===== config.mk =====
export PLATFORM = sky130hd
export DESIGN_NAME = priority_interrupt_controller
export DESIGN_NICKNAME = d
export VERILOG_FILES = /design/src/rtl/priority_interrupt_controller.sv
export SDC_FILE = /design/constraint.sdc
export NUM_CORES = 1
export LEC_CHECK = 0
export CAP_MARGIN = 10
export CORE_UTILIZATION = 41
export DETAILED_ROUTE_END_ITERATION = 12
export PLACE_DENSITY_LB_ADDON = 0.08
export SYNTH_ARGS = -nofsm -noshare
export SYNTH_HDL_FRONTEND = slang
export SYNTH_SLANG_ARGS = --single-unit

===== constraint.sdc =====
create_clock -name clk -period 2 [get_ports clk]
set_input_delay 0.4 -clock clk [delete_from_list [all_inputs] [get_ports clk]]
set_output_delay 0.4 -clock clk [all_outputs]
set_load 0.05 [all_outputs]

===== src/rtl/priority_interrupt_controller.sv =====
// Prioritised multi-source interrupt controller: masked, edge/level pending bits feeding an IDLE/ASSERT/SERVICE handshake.
// Latency: request sampled at edge 0 -> pending after edge 0 -> irq_out after edge 1; no backpressure, host paces via irq_ack/irq_eoi.
module priority_interrupt_controller #(
    parameter int NUM_SRC = 8,
    parameter int ID_W    = 8
) (
    input  logic               clk,
    input  logic               rst,
    input  logic [NUM_SRC-1:0] irq_src,
    input  logic [NUM_SRC-1:0] irq_mask,
    input  logic [NUM_SRC-1:0] irq_edge,
    input  logic               irq_ack,
    input  logic               irq_eoi,
    output logic               irq_out,
    output logic [ID_W-1:0]    irq_id,
    output logic               in_service,
    output logic [NUM_SRC-1:0] pending
);

    localparam logic [1:0] IDLE    = 2'd0;
    localparam logic [1:0] ASSERT  = 2'd1;
    localparam logic [1:0] SERVICE = 2'd2;

    logic [1:0]         state_q, state_d;
    logic [NUM_SRC-1:0] src_q, src_d;
    logic [NUM_SRC-1:0] pend_q, pend_d;
    logic [ID_W-1:0]    id_q, id_d;
    logic               out_q, out_d;
    logic               svc_q, svc_d;

    logic [NUM_SRC-1:0] eligible;
    logic [NUM_SRC-1:0] clr;
    logic [ID_W-1:0]    winner;
    logic               any_elig;
    logic               cur_elig;

    // Descending scan so the lowest eligible index is written last and wins.
    always_comb begin
        eligible = pend_q & irq_mask;
        any_elig = |eligible;
        winner   = '0;
        cur_elig = 1'b0;
        for (int i = NUM_SRC - 1; i >= 0; i--) begin
            if (eligible[i]) winner = ID_W'(i);
        end
        for (int i = 0; i < NUM_SRC; i++) begin
            if (id_q == ID_W'(i)) cur_elig = eligible[i];
        end
    end

    always_comb begin
        state_d = state_q;
        id_d    = id_q;
        out_d   = out_q;
        svc_d   = svc_q;
        clr     = '0;
        case (state_q)
            IDLE: begin
                if (any_elig) begin
                    state_d = ASSERT;
                    id_d    = winner;
                    out_d   = 1'b1;
                end
            end
            ASSERT: begin
                if (irq_ack) begin
                    state_d = SERVICE;
                    out_d   = 1'b0;
                    svc_d   = 1'b1;
                    for (int i = 0; i < NUM_SRC; i++) begin
                        clr[i] = (id_q == ID_W'(i));
                    end
                end else if (!cur_elig) begin
                    state_d = IDLE;
                    out_d   = 1'b0;
                end
            end
            SERVICE: begin
                if (irq_eoi) begin
                    state_d = IDLE;
                    svc_d   = 1'b0;
                end
            end
            default: begin
                state_d = IDLE;
                out_d   = 1'b0;
                svc_d   = 1'b0;
            end
        endcase
    end

    // A fresh edge in the ack cycle re-sets the bit that the ack clears.
    always_comb begin
        src_d  = irq_src;
        pend_d = (irq_edge & ((irq_src & ~src_q) | (pend_q & ~clr)))
               | (~irq_edge & irq_src);
    end

    always_ff @(posedge clk or posedge rst) begin
        if (rst) begin
            state_q <= IDLE;
            src_q   <= '0;
            pend_q  <= '0;
            id_q    <= '0;
            out_q   <= 1'b0;
            svc_q   <= 1'b0;
        end else begin
            state_q <= state_d;
            src_q   <= src_d;
            pend_q  <= pend_d;
            id_q    <= id_d;
            out_q   <= out_d;
            svc_q   <= svc_d;
        end
    end

    assign irq_out    = out_q;
    assign irq_id     = id_q;
    assign in_service = svc_q;
    assign pending    = pend_q;

endmodule

# --- Yosys cells after proc, flatten, opt, wreduce, memory -nomap -nowiden ---
# Index checks and enable logic that the tools add are counted.
# Widths: inputs -> output; s select.
word_totals:
  input_bits: 28
  elab_cells: 68
  ff_bits: 28
classes:
  muxes: 30
  n_reduce_logical: 7
  n_bitwise: 12
  n_eq_ne: 13
op_table:
  columns: ["operator", "n"]
  rows:
  - ["$mux 8", 9]
  - ["$and 8x8->8", 5]
  - ["$eq 8x3->1 const B", 4]
  - ["$not 8->8", 3]
  - ["$eq 8x2->1 const B", 2]
  - ["$or 8x8->8", 2]
  - ["$mux 1", 13]
  - ["$reduce_and 3->1", 3]
  - ["$eq 8x1->1 const B", 1]
  - ["$logic_not 8->1", 1]
  - ["$mux 2", 4]
  - ["$reduce_or 8->1", 1]
  - ["$ne 2x2->1 const B", 3]
  - ["$pmux 1 s3", 2]
  - ["$pmux 2 s3", 1]
  - ["$mux 3", 1]
  - ["$ne 3x3->1 const B", 1]
  - ["$eq 2x1->1 const B", 1]
  - ["$eq 2x2->1 const B", 1]
  - ["$logic_not 2->1", 1]
  - ["$not 1->1", 2]
  - ["$reduce_and 2->1", 1]

# --- Longest topological paths before layout ---
# Gate-level depths: netlist of run 1.
logic_depth:
  word_depth: 12
  depth_mapped: 5
  mapped_depth_nobuf: 5

# --- Least setup slack after synthesis of run 1 ---
# Ideal clock, no wire load.
synth_timing:
  path_type: "reg-to-reg"
  start: "register pend_q[2] (netlist: pending[2])"
  end: "register id_q[0] (netlist: irq_id[0])"
  slack_ns: 0.334
  setup_ns: 0.125
  stages_incl_launch_ff: 6
  required_time_ns: 1.875
  path_buffers: 0
  arrival_ns: 1.541
  path_cell_list: "dfrtp_1 -> a22oi_2 -> nand3_1 -> or2_1 -> nand2_2 -> mux2_4"
synth_between:
  elab_chain_cells: 4
  word_cells_on_any_way: 6
synth_rtl:
  columns: ["item", "line_no", "text"]
  rows:
  - ["start: declaration", "26", "logic [NUM_SRC-1:0] pend_q, pend_d;"]
  - ["start signal: assignment", "110", "pend_q <= pend_d;"]
  - ["$and 8x8->8 *", "39", "eligible = pend_q & irq_mask;"]
  - ["$mux 8 (3 in a row)", "44", "if (eligible[i]) winner = ID_W'(i);"]
  - ["end signal: assignment", "111", "id_q <= id_d;"]
  - ["end: declaration", "27", "logic [ID_W-1:0] id_q, id_d;"]
# Mark *: on every way between the ends. The rest lies on a longest branch, timed or not.
# A chain may end at the register's enable or synchronous reset.

# --- Worst setup path after layout of run 1 ---
layout_timing:
  start: "register pend_q[0] (netlist: pending[0])"
  end: "output pending[0]"
layout_lines:
  columns: ["item", "line_no", "text"]
  rows:
  - ["end: declaration", "17", "output logic [NUM_SRC-1:0] pending"]
# No word-level cell between the ends.

==> results.md, run 1 <==
- Crit end category: primary output
- Layout cells sized above 1: 10.5%
- Power density over the cells: 1160 nW/µm²
- Relative slew slack: 66.1%
- Routed WL per cell: 13.6 µm
- DR vias/cell: 5.49
- Delay-heaviest family, CP: buffers and inverters
- Fmax: 516 MHz
- Leading cell type in the layout, fill and taps excluded: clkdlybuf4s50_1
- Critical path, cell by cell: clkdlybuf4s50_1
- Synth-to-Final Area Change: 42.6%
- Register clock-pin slew on the reported worst setup and hold paths: 0.14 ns
- P_leak: 0.676 nW
- IO Port Bufs: 40
- RSZ-0062 raised after global routing: no
- Initial Utilization: 43.3%
- Initial antenna violation count: 0
- Grt total ovfl: 0
- RePlAce Congestion: 0.882
- Post-layout net count: 181
- Max Cap Viol: 0
- Setup WS pre-CTS: 0.0177 ns
- Crit Path Max Fanout: 3
- Design area: 1530 µm²
- Crit-path slowest cell: clkdlybuf4s50_1
- Most frequent cells in the layout: clkdlybuf4s50_1 (32), nand2_1 (29), dfrtp_1 (23)
- CTS sink count: 23
- Crit path kind: flip-flop to primary output
- Worst Clk Skew: 0.00897 ns
- # placed instances: 178
- Global-route wire length before repair: 3710 µm
- Arrival time at the worst endpoint: 1.54 ns
- IR drop worst, VDD: 0.686 mV
- CTS tree: done
- CTS Hold Bufs: 0
- DR iter-0 viols: 21
- Setup-failing EPs final: 0
- Post-Route WL: 2480 µm
- Period utilization: 96.9%
- Die H: 53.1 µm
- Total CTS buffers: 3
- Synth Warn #: 0
- Flop and latch count out of synthesis: 23
- Largest net degree at the start of global routing: 24
- Syn Inst Count: 107
- Utilization after layout: 61.7%
- Slowest stage delay, CP: 0.82 ns
- Worst Hold Class: input pin to asynchronous set/reset pin
- Die width: 53.1 µm
- Yosys top cell area share: 53.7%
- Root Buffer: clkbuf_4
- Finished Layout Cells: 182
- Maximum clock insertion buffer count: 2
- Worst Max-Slew Pin Slew: 0.508 ns
- Die area: 2820 µm²
- H-tree depth: 1
- Detail Placement HPWL: 1910 µm
- # rows: 18
- Worst skew pair latency: 0.32 ns
- Req. time, crit path: 1.60 ns
- Fillcell total: 222
- Number of global-route vias before repair: 888
- Final hold vios: 0
- Synth top area cells: dfrtp_1 (54%), nand2_1 (10%), a32o_1 (8.4%)
- Multi-input logic area: 467 µm²
- Sequential cell area: 576 µm²
- Routed Antenna Nets: 0
- Number of inserted diodes: 0
- DRC viols: 0
- Status: completed
- Final worst slack: 0.0617 ns
- Pins Over Slew Limit: 0
- Area leader, netlist: dfrtp_1
- Number of iterations in the first detailed-routing pass: 8
- Final TNS setup: 0 ns
- Startpoint types: flip-flop
- CP bufs+invs: 1
- Placed Area: 1490 µm²
- Mean Syn Cell Area: 10.0 µm²
- GR Util All Layers: 19.3%
- Seq/Total Area, Yosys: 53.7%
- Synthesized cell area: 1070 µm²
- Min Clock Period, post-route: 1.94 ns
- Distinct cells, synth: 26
- Core Area: 2480 µm²
- Via count: 999
- I/O Pins: 46
worst paths after layout:
check                      startpoint          to  slack [ns]  depth (start not counted)
max in group asynchronous         rst    src_q[6]        1.37                          3
min reg2reg                in_service  in_service        0.50                          2
max reg2reg                pending[2]   irq_id[0]        0.44                          5
min in group clk           in_service  in_service        0.50                          2
min                               rst    src_q[0]        0.39                          3
max                        pending[0]  pending[0]        0.06                          1
what timing repair did:
action | CTS | global route
setup buffers | 0 | 0
setup endpoints to repair | 1 | 3
resized for setup | 1 | 3
where the power goes:
| part | switching (mW) | internal (mW) | total [mW] |
|---|---|---|---|
| Sequential | 0.135 | 0.563 | 0.698 |
| Combinational | 0.520 | 0.331 | 0.851 |
| Clock | 0.150 | 0.0763 | 0.226 |
metrics by stage:
stage / hold WS (ns) / total power, mW
floorplan: 0.402 / 1.27
global placement: 0.461 / 1.54
detailed placement: 0.475 / 1.56
CTS: 0.406 / 1.77
global route: 0.415 / 1.88
finish: 0.392 / 1.77
cells by family (layout without fill, tap and decap cells):
logic type / count (synthesis) / in the layout / synth area share [%]
muxes: 1 / 1 / 1.40
and+or+nand+nor: 51 / 51 / 22.5
other: 1 / 5 / 0.350
buffers and inverters: 7 / 48 / 4.20
AOI/OAI and AO/OA: 24 / 24 / 17.9
DFF: 23 / 23 / 53.7
layer usage:
metal  track usage (%)  vias up  wire length, µm
li1                  -      470                -
met1              21.8      480             1090
met2              33.1       45             1190
met3              4.31        4              170
met4              11.0        0               28
met5                 0        -                0
sequential cells by signal (all words and copies together) (netlist names):
name        count
pending         8
src_q           8
irq_id          3
state_q         2
in_service      1
irq_out         1
synth_stat cells, drive strengths merged:
library cell	instances
a22oi	4
conb	1
a21oi	5
a32o	9
or2	1
nor2b	1
a21boi	1
o2bb2ai	1
buf	5
or2b	1
inv	2
o31ai	1
and2b	3
a31oi	2
nor2	3
o21ai	1
and3	1
dfrtp	23
mux2	1
nand3	8
nand4	3
nand2	30
final cells by class:
class	count	share of cell area [%]
multi-input cells	81	30.5
clock buffers	3	1.47
clock inverters	1	0.491
inverters	2	0.491
well taps	30	2.45
flip-flops and latches	23	37.6
repair buffers	42	26.9
No activity file was read; power rests on OpenSTA's default activity.
==> inputs of run 2 (changes only) <==
--- a/config.mk
+++ b/config.mk
@@ -5,9 +5,9 @@
 export SDC_FILE = /design/constraint.sdc
 export NUM_CORES = 1
 export LEC_CHECK = 0
-export CAP_MARGIN = 10
 export CORE_UTILIZATION = 41
 export DETAILED_ROUTE_END_ITERATION = 12
+export HOLD_SLACK_MARGIN = 0.08
 export PLACE_DENSITY_LB_ADDON = 0.08
 export SYNTH_ARGS = -nofsm -noshare
 export SYNTH_HDL_FRONTEND = slang
==> results of run 2 <==
Final layout, timing and power as in run 1 (identical DEF).
==> inputs of run 3 (changes only) <==
==> constraint.sdc (replaced) <==
create_clock -name clk -period 2 [get_ports clk]
set_input_delay 0.2 -clock clk [delete_from_list [all_inputs] [get_ports clk]]
set_output_delay 0.2 -clock clk [all_outputs]
set_load 0.05 [all_outputs]
==> run 3 against run 2 <==
Net effect: cell area fell by 0.49%; die area did not move; core utilization fell by 0.30 points; clock skew fell by 0.0054 ns; sequential cell count did not move; register-to-register slack improved by 0.02 ns; hold slack got worse by 0.20 ns; worst setup slack improved by 0.031 ns; critical path depth did not move; count of clock-buffer cells in the layout rose by 1; cell count fell by 0.55%; power fell by 0.43%; highest routed layer unchanged.
==> results.md, run 3 (synthesis results as in run 1) <==
- Layout cells sized above 1: 6.62%
- Detail Placement HPWL: 1910 µm
- Req. time, crit path: 1.80 ns
- RePlAce Congestion: 0.911
- Placed Area: 1500 µm²
- Routed WL per cell: 13.6 µm
- Pins Over Slew Limit: 0
- Total CTS buffers: 3
- Crit Path Max Fanout: 9
- Core Area: 2480 µm²
- Setup WS pre-CTS: 0.221 ns
- CTS tree: done
- RSZ-0062 raised after global routing: no
- Final TNS setup: 0 ns
- Initial Utilization: 43.3%
- Crit-path slowest cell: clkdlybuf4s50_1
- H-tree depth: 1
- Die H: 53.1 µm
- P_leak: 0.642 nW
- DR vias/cell: 5.40
- DRC viols: 0
- Hold WS: 0.195 ns
- Synth-to-Final Area Change: 41.9%
- Met2 usage: 34.4%
- DR iter-0 viols: 19
- Grt total ovfl: 0
- Number of global-route vias before repair: 927
- CTS sink count: 23
- Final hold vios: 0
- CP bufs+invs: 1
- IO Port Bufs: 40
- Global-route wire length before repair: 3980 µm
- Worst skew pair latency: 0.32 ns
- Delay-heaviest family, CP: buffers and inverters
- Number of iterations in the first detailed-routing pass: 4
- I/O Pins: 46
- Crit end category: primary output
- Critical path, cell by cell: clkdlybuf4s50_1
- Die width: 53.1 µm
- Grt met3 use: 3.45%
- Post-CTS Setup Inserts: 0
- Via count: 977
- Min Clock Period, post-route: 1.91 ns
- Largest net degree at the start of global routing: 24
- Worst Clk Skew: 0.00353 ns
- Register clock-pin slew on the reported worst setup and hold paths: 0.12 ns
- Post-cts sizing count: 0
- Maximum clock insertion buffer count: 2
- Final worst slack: 0.0925 ns
- Fmax: 524 MHz
- Most frequent cells in the layout: clkdlybuf4s50_1 (40), nand2_1 (29), dfrtp_1 (23)
- Crit path kind: flip-flop to primary output
- GR peak layer: met2
- Initial antenna violation count: 0
- Leading cell type in the layout, fill and taps excluded: clkdlybuf4s50_1
- Worst Max-Slew Pin Slew: 0.509 ns
- Post-layout net count: 180
- GR Util All Layers: 20.4%
- Number of inserted diodes: 0
- Root Buffer: clkbuf_4
- Routed Antenna Nets: 0
- # rows: 18
- Setup-failing EPs final: 0
- Power density over the cells: 1160 nW/µm²
- Startpoint types: flip-flop
- Post-Route WL: 2460 µm
- Utilization after layout: 61.4%
- CTS Hold Bufs: 0
- IR drop worst, VDD: 0.749 mV
- Status: completed
- Design area: 1520 µm²
- Period utilization: 95.4%
- Slowest stage delay, CP: 0.86 ns
- M1 GR Usage: 25.0%
- Die area: 2820 µm²
- Worst Hold Class: input pin to asynchronous set/reset pin
- Relative slew slack: 66.0%
- Arrival time at the worst endpoint: 1.71 ns
- Max Cap Viol: 0
## run 3: changes by cell type in the layout (fill, tap and decap cells not counted), sizes merged
cell and change:
clkdlybuf4s50 +8, clkinvlp -1, dlygate4sd2 -1, dlymetal6s2s -3, buf -5, clkbuf +1
## run 3: worst paths after layout
kind                                 start         end  slack (ns)  cells past startpoint
worst max-delay path             irq_id[0]   irq_id[0]        0.09                      1
worst min-delay path                   rst   irq_id[1]        0.20                      3
worst max register to register  pending[3]   irq_id[0]        0.46                      5
worst min register to register  in_service  in_service        0.49                      2
max in group asynchronous              rst    src_q[3]        1.58                      3
min in group clk                irq_src[2]    src_q[2]        0.34                      1
## run 3: power breakdown
part | leakage, nW | internal (mW) | switching [mW]
Sequential | 0.269 | 0.563 | 0.123
Combinational | 0.358 | 0.344 | 0.517
Clock | 0.0150 | 0.0782 | 0.142
## run 3: layout make-up
| type | instances | area [µm²] |
|---|---|---|
| inverters | 2 | 7.51 |
| fillers | 219 | 956 |
| flip-flops and latches | 23 | 576 |
| multi-input cells | 81 | 467 |
| repair buffers | 41 | 408 |
| clock buffers | 4 | 26.3 |
| well taps | 30 | 37.5 |
## run 3: through the flow
step	power, mW	instances
after CTS	1.78	181
after global placement	1.55	177
final	1.77	181
after global routing	1.88	181
after floorplan	1.27	111
after detailed placement	1.56	177
## run 3: routing by layer
| layer | vias up | share of wire [%] |
|---|---|---|
| li1 | 465 | - |
| met1 | 464 | 42 |
| met2 | 43 | 49 |
| met3 | 5 | 7.6 |
| met4 | 0 | 1.9 |
| met5 | - | 0 |
